## src/rtl/sram_mem_ctrl.sv

```systemverilog
// sram_mem_ctrl: MEM-stage load/store responder for a 16-bit asynchronous SRAM.
// Each 32-bit access becomes two 16-bit phases (LOW, then HIGH), followed by
// a one-cycle DONE state in which ready rises so the pipeline can advance.
// The SRAM-side outputs are registered. They are loaded from the next-state
// decode, so address, data and strobe are stable for a whole phase and only
// change on the clock edge that enters or leaves it.
//
// Handshake: a request (Mem_W_EN | Mem_R_EN) is held by the frozen pipeline
// until ready=1. ready is combinational. It is 1 when nothing is requested or
// when the access completes this cycle (DONE). Transfer happens on the rising
// edge where both the request and ready are 1.
module sram_mem_ctrl #(
  parameter int BASE_ADDR   = 1024,
  parameter int WAIT_CYCLES = 1
) (
  input  logic        clk,
  input  logic        rst_n,
  input  logic        Mem_W_EN,
  input  logic        Mem_R_EN,
  input  logic [31:0] ALU_res,
  input  logic [31:0] Val_Rm,
  output logic [31:0] Mem_Data,
  output logic        ready,
  output logic [17:0] SRAM_ADDR,
  output logic [15:0] SRAM_DQ_out,
  input  logic [15:0] SRAM_DQ_in,
  output logic        SRAM_DQ_oe,
  output logic        SRAM_WE_N,
  output logic [1:0]  o_state
);

  typedef enum logic [1:0] {
    S_IDLE = 2'd0,
    S_LOW  = 2'd1,
    S_HIGH = 2'd2,
    S_DONE = 2'd3
  } state_t;

  localparam logic [2:0]  LP_WAIT = 3'(WAIT_CYCLES);
  localparam logic [31:0] LP_BASE = 32'(BASE_ADDR);

  state_t      r_state;
  state_t      w_state_nxt;
  logic [2:0]  r_cnt;
  logic        r_is_wr;
  logic [31:0] r_mem_data;
  logic [17:0] r_sram_addr;
  logic [15:0] r_sram_dq;
  logic        r_sram_oe;
  logic        r_sram_we_n;

  logic [31:0] w_m;
  logic        w_req;
  logic        w_phase_end;
  logic        w_wr_nxt;
  logic [17:0] w_addr_nxt;
  logic [15:0] w_dq_nxt;
  logic        w_oe_nxt;
  logic        w_we_n_nxt;
  logic        w_unused_bits;

  // Halfword address from the byte offset into SRAM space; the byte lane bits
  // and bits beyond the 256K-halfword range are intentionally dropped.
  assign w_m           = ALU_res - LP_BASE;
  assign w_unused_bits = &{1'b0, w_m[31:19], w_m[1:0]};
  assign w_req         = Mem_W_EN | Mem_R_EN;
  assign w_phase_end   = (r_cnt == LP_WAIT);
  // Op type is sampled on acceptance in IDLE (write wins), then held.
  assign w_wr_nxt      = (r_state == S_IDLE) ? Mem_W_EN : r_is_wr;

  assign ready       = ~w_req | (r_state == S_DONE);
  assign Mem_Data    = r_mem_data;
  assign SRAM_ADDR   = r_sram_addr;
  assign SRAM_DQ_out = r_sram_dq;
  assign SRAM_DQ_oe  = r_sram_oe;
  assign SRAM_WE_N   = r_sram_we_n;
  assign o_state     = r_state;

  // State register.
  always_ff @(posedge clk or negedge rst_n) begin
    if (!rst_n) r_state <= S_IDLE;
    else        r_state <= w_state_nxt;
  end

  // Next-state decode; once started an access always runs to DONE.
  always_comb begin
    w_state_nxt = r_state;
    case (r_state)
      S_IDLE:  if (w_req) w_state_nxt = S_LOW;
      S_LOW:   if (w_phase_end) w_state_nxt = S_HIGH;
      S_HIGH:  if (w_phase_end) w_state_nxt = S_DONE;
      default: w_state_nxt = S_IDLE;
    endcase
  end

  // SRAM pin values for the state being entered; registered below.
  always_comb begin
    w_addr_nxt = '0;
    w_dq_nxt   = '0;
    w_oe_nxt   = 1'b0;
    w_we_n_nxt = 1'b1;
    case (w_state_nxt)
      S_LOW: begin
        w_addr_nxt = {w_m[18:2], 1'b0};
        if (w_wr_nxt) begin
          w_dq_nxt   = Val_Rm[15:0];
          w_oe_nxt   = 1'b1;
          w_we_n_nxt = 1'b0;
        end
      end
      S_HIGH: begin
        w_addr_nxt = {w_m[18:2], 1'b1};
        if (w_wr_nxt) begin
          w_dq_nxt   = Val_Rm[31:16];
          w_oe_nxt   = 1'b1;
          w_we_n_nxt = 1'b0;
        end
      end
      default: ;
    endcase
  end

  // Phase counter, latched op type and load-data capture at each phase end.
  always_ff @(posedge clk or negedge rst_n) begin
    if (!rst_n) begin
      r_cnt      <= '0;
      r_is_wr    <= 1'b0;
      r_mem_data <= '0;
    end else begin
      case (r_state)
        S_IDLE: begin
          r_cnt <= '0;
          if (w_req) r_is_wr <= Mem_W_EN;
        end
        S_LOW: begin
          r_cnt <= w_phase_end ? 3'd0 : r_cnt + 3'd1;
          if (w_phase_end && !r_is_wr) r_mem_data[15:0] <= SRAM_DQ_in;
        end
        S_HIGH: begin
          r_cnt <= w_phase_end ? 3'd0 : r_cnt + 3'd1;
          if (w_phase_end && !r_is_wr) r_mem_data[31:16] <= SRAM_DQ_in;
        end
        default: r_cnt <= '0;
      endcase
    end
  end

  // Registered SRAM pins; reset forces the write strobe high immediately.
  always_ff @(posedge clk or negedge rst_n) begin
    if (!rst_n) begin
      r_sram_addr <= '0;
      r_sram_dq   <= '0;
      r_sram_oe   <= 1'b0;
      r_sram_we_n <= 1'b1;
    end else begin
      r_sram_addr <= w_addr_nxt;
      r_sram_dq   <= w_dq_nxt;
      r_sram_oe   <= w_oe_nxt;
      r_sram_we_n <= w_we_n_nxt;
    end
  end

endmodule
```

## config.mk

```make
export PLATFORM = sky130hd
export DESIGN_NAME = sram_mem_ctrl
export DESIGN_NICKNAME = d
export VERILOG_FILES = /design/src/rtl/sram_mem_ctrl.sv
export SDC_FILE = /design/constraint.sdc
export NUM_CORES = 1
export LEC_CHECK = 0
export CORE_ASPECT_RATIO = 1.75
export CORE_MARGIN = 10
export CORE_UTILIZATION = 40
export DETAILED_ROUTE_END_ITERATION = 7
export HOLD_SLACK_MARGIN = 0.1
export MAX_ROUTING_LAYER = met4
export PLACE_DENSITY_LB_ADDON = 0.2
export SYNTH_ARGS = -nofsm -noshare
export SYNTH_HDL_FRONTEND = slang
export SYNTH_SLANG_ARGS = --single-unit
```

## constraint.sdc

```tcl
create_clock -name clk -period 3.2 [get_ports clk]
set_clock_uncertainty 0.1 [all_clocks]
set_input_delay 0.64 -clock clk [delete_from_list [all_inputs] [get_ports clk]]
set_output_delay 0.64 -clock clk [all_outputs]
set_load 0.1 [all_outputs]
```

==> results.py <==
metrics = {
    "status": {
        "status": "finished clean",
    },
    "sta": {
        "period_needed_ns": 2.50,
        "timing.final.crit_share_pct": 78.3,
        "hold_viol": 0,
        "worstMarginPinSlew_ns": 0.921,
        "setup_viol": 0,
        "rsz0062_at_grt": "no",
        "relSlewSlack_pct": 38.6,
        "maxSlewViolCount": 0,
        "tns_ns": 0,
        "clock.fmax_mhz": 399,
    },
    "placement": {
        "dp_hpwl_mm": 6.29,
        "port_buffers": 139,
        "gp_congestion": 0.735,
    },
    "floorplan": {
        "core_area_um2": 7280,
        "num_rows": 41,
        "num_io_pins": 155,
        "initial_core_util_pct": 41.2,
        "dieHeight_um": 135,
        "die_w_um": 85.5,
        "die-area_um2": 11500,
    },
    "yosys": {
        "synth_cells": 224,
        "synth-edff-count": 0,
        "synth_seq_area_share_pct": 61.8,
        "synth_cell_types": 35,
        "synth_area_um2": 3000,
        "ys_ff_latch": 74,
        "async_flop_share_pct": 100,
        "syn-num-nets": 317,
        "yosysWarningCount": 0,
        "synth.avg_cell_area_um2": 13.4,
        "synth-main-ff-cell": "dfrtp_1",
    },
    "worst_setup_path": {
        "critical_path_required_ns": 3.35,
        "path_class": "flop to flop",
        "crit_arrival_ns": 2.65,
        "startpoint_type": "flop",
        "path_max_fanout": 18,
        "end_kind": "flop",
    },
    "layout": {
        "drive_above_1_share_pct": 33.5,
        "final_cell_mix": "74 x buf_4, 73 x dfrtp_1, 67 x clkdlybuf4s50_1",
        "syn2layout_area_growth_pct": 52.4,
        "layout_commonest_cell": "buf_4",
        "layout.nets": 461,
        "diodes": 0,
    },
    "grt": {
        "grt-busiest-layer": "met2",
        "grt_pass1_vias": 2528,
        "antenna_found_initial": 0,
        "met3_usage_pct": 6.39,
        "grt_usage_pct": 14.7,
        "use_met1_pct": 15.9,
        "grt_pass1_wl_mm": 13.1,
        "grt_max_degree": 75,
        "grt_use_met2_pct": 23.0,
        "grt_overflow_total": 0,
    },
    "detailed_routing": {
        "vias_per_cell": 4.99,
        "ant_nets": 0,
        "vias": 2290,
        "wl_per_cell_um": 17.7,
        "drtPass1Iterations": 4,
        "wl_mm": 8.14,
        "drc": 0,
        "drt_iter0_markers": 82,
    },
    "clocking": {
        "numCtsBuffers": 9,
        "root_buffer": "clkbuf_16",
        "cts_resized": 0,
        "clock-sinks": 74,
        "clockBufferDepth": 2,
        "cts_tree": "yes",
        "path_clk_slew_ns": 0.05,
        "cts_hold_repair.buffers": 0,
        "clk_latency_ns": 0.32,
        "h-tree-depth": 3,
        "cts_setup_buffers": 0,
    },
    "job": {
        "drv_cap": 0,
    },
    "worst_hold_path": {
        "hold_path_class": "input pin to async pin",
    },
}
[cells by family (layout without fill, tap and decap cells)]
logic type	Yosys count	in the layout	synth area share (%)
buffers and inverters	15	164	2.54
adder cells (fa/ha/maj)	9	9	3.75
XOR/XNOR	3	3	0.876
AND/OR/NAND/NOR	51	51	9.55
multiplexers	35	35	13.0
AO/OA/AOI/OAI	37	37	8.47
flip-flops	74	74	61.8
[path summary, 6_finish.rpt]
path	from	endpoint	slack, ns	cells past startpoint
max	o_state[0]	SRAM_DQ_out[12]	0.70	8
min	rst_n	Mem_Data[6]	0.36	1
max reg2reg	o_state[0]	SRAM_DQ_out[12]	0.70	8
min reg2reg	r_cnt[0]	r_cnt[0]	0.39	1
max in group asynchronous	rst_n	Mem_Data[15]	2.05	1
min in group clk	r_cnt[0]	r_cnt[0]	0.39	1
[through the flow]
step	utilization [%]	instances	hold WS (ns)	cell area (um2)	setup WS (ns)
2_1_floorplan	-	224	0.244	3000	0.0826
3_3_place_gp	59.0	443	0.381	4300	0.428
3_5_place_dp	59.0	443	0.385	4300	0.359
4_1_cts	62.7	459	0.390	4570	0.646
5_1_grt	62.7	459	0.415	4570	0.425
6_report	62.7	459	0.362	4570	0.695
[state kept, by name (all words and copies together) (netlist names)]
signal	cells
SRAM_WE_N	1
o_state	2
r_cnt	3
r_is_wr	1
Mem_Data	32
SRAM_DQ_out	16
SRAM_ADDR	18
SRAM_DQ_oe	1
[synth_stat cells (all sizes together) (5+ instances only)]
master | n | area (um2)
a21oi | 6 | 30.0
a22oi | 16 | 120
and2 | 11 | 68.8
clkbuf | 5 | 18.8
dfrtp | 73 | 1830
ha | 9 | 113
inv | 6 | 22.5
mux2 | 32 | 360
nor2 | 21 | 78.8
o21ai | 5 | 25.0
[per-layer routing]
metal,vias to the layer above,wire length [um]
li1,1069,-
met1,1099,3150
met2,107,4050
met3,15,734
met4,0,199
met5,-,0
[critical path, stage by stage (launching register included)]
cell and delay, ns:
dfrtp_1 0.45, inv_1 0.09, ha_1 0.27, nor3b_1 0.16, o21ai_0 0.25, a21oi_1 0.15
ha_1 0.32, or2_2 0.46, nor2_1 0.18
[area by class of cell]
| type | count | area (um2) |
|---|---|---|
| well taps | 86 | 108 |
| multi-input cells | 135 | 1070 |
| fillers | 613 | 2710 |
| clock buffers | 16 | 272 |
| repair buffers | 142 | 1250 |
| flip-flops and latches | 74 | 1850 |
| inverters | 6 | 22.5 |
Power is not shown: default switching activity piles up to over one toggle a cycle in this logic, so the estimate is an artifact.
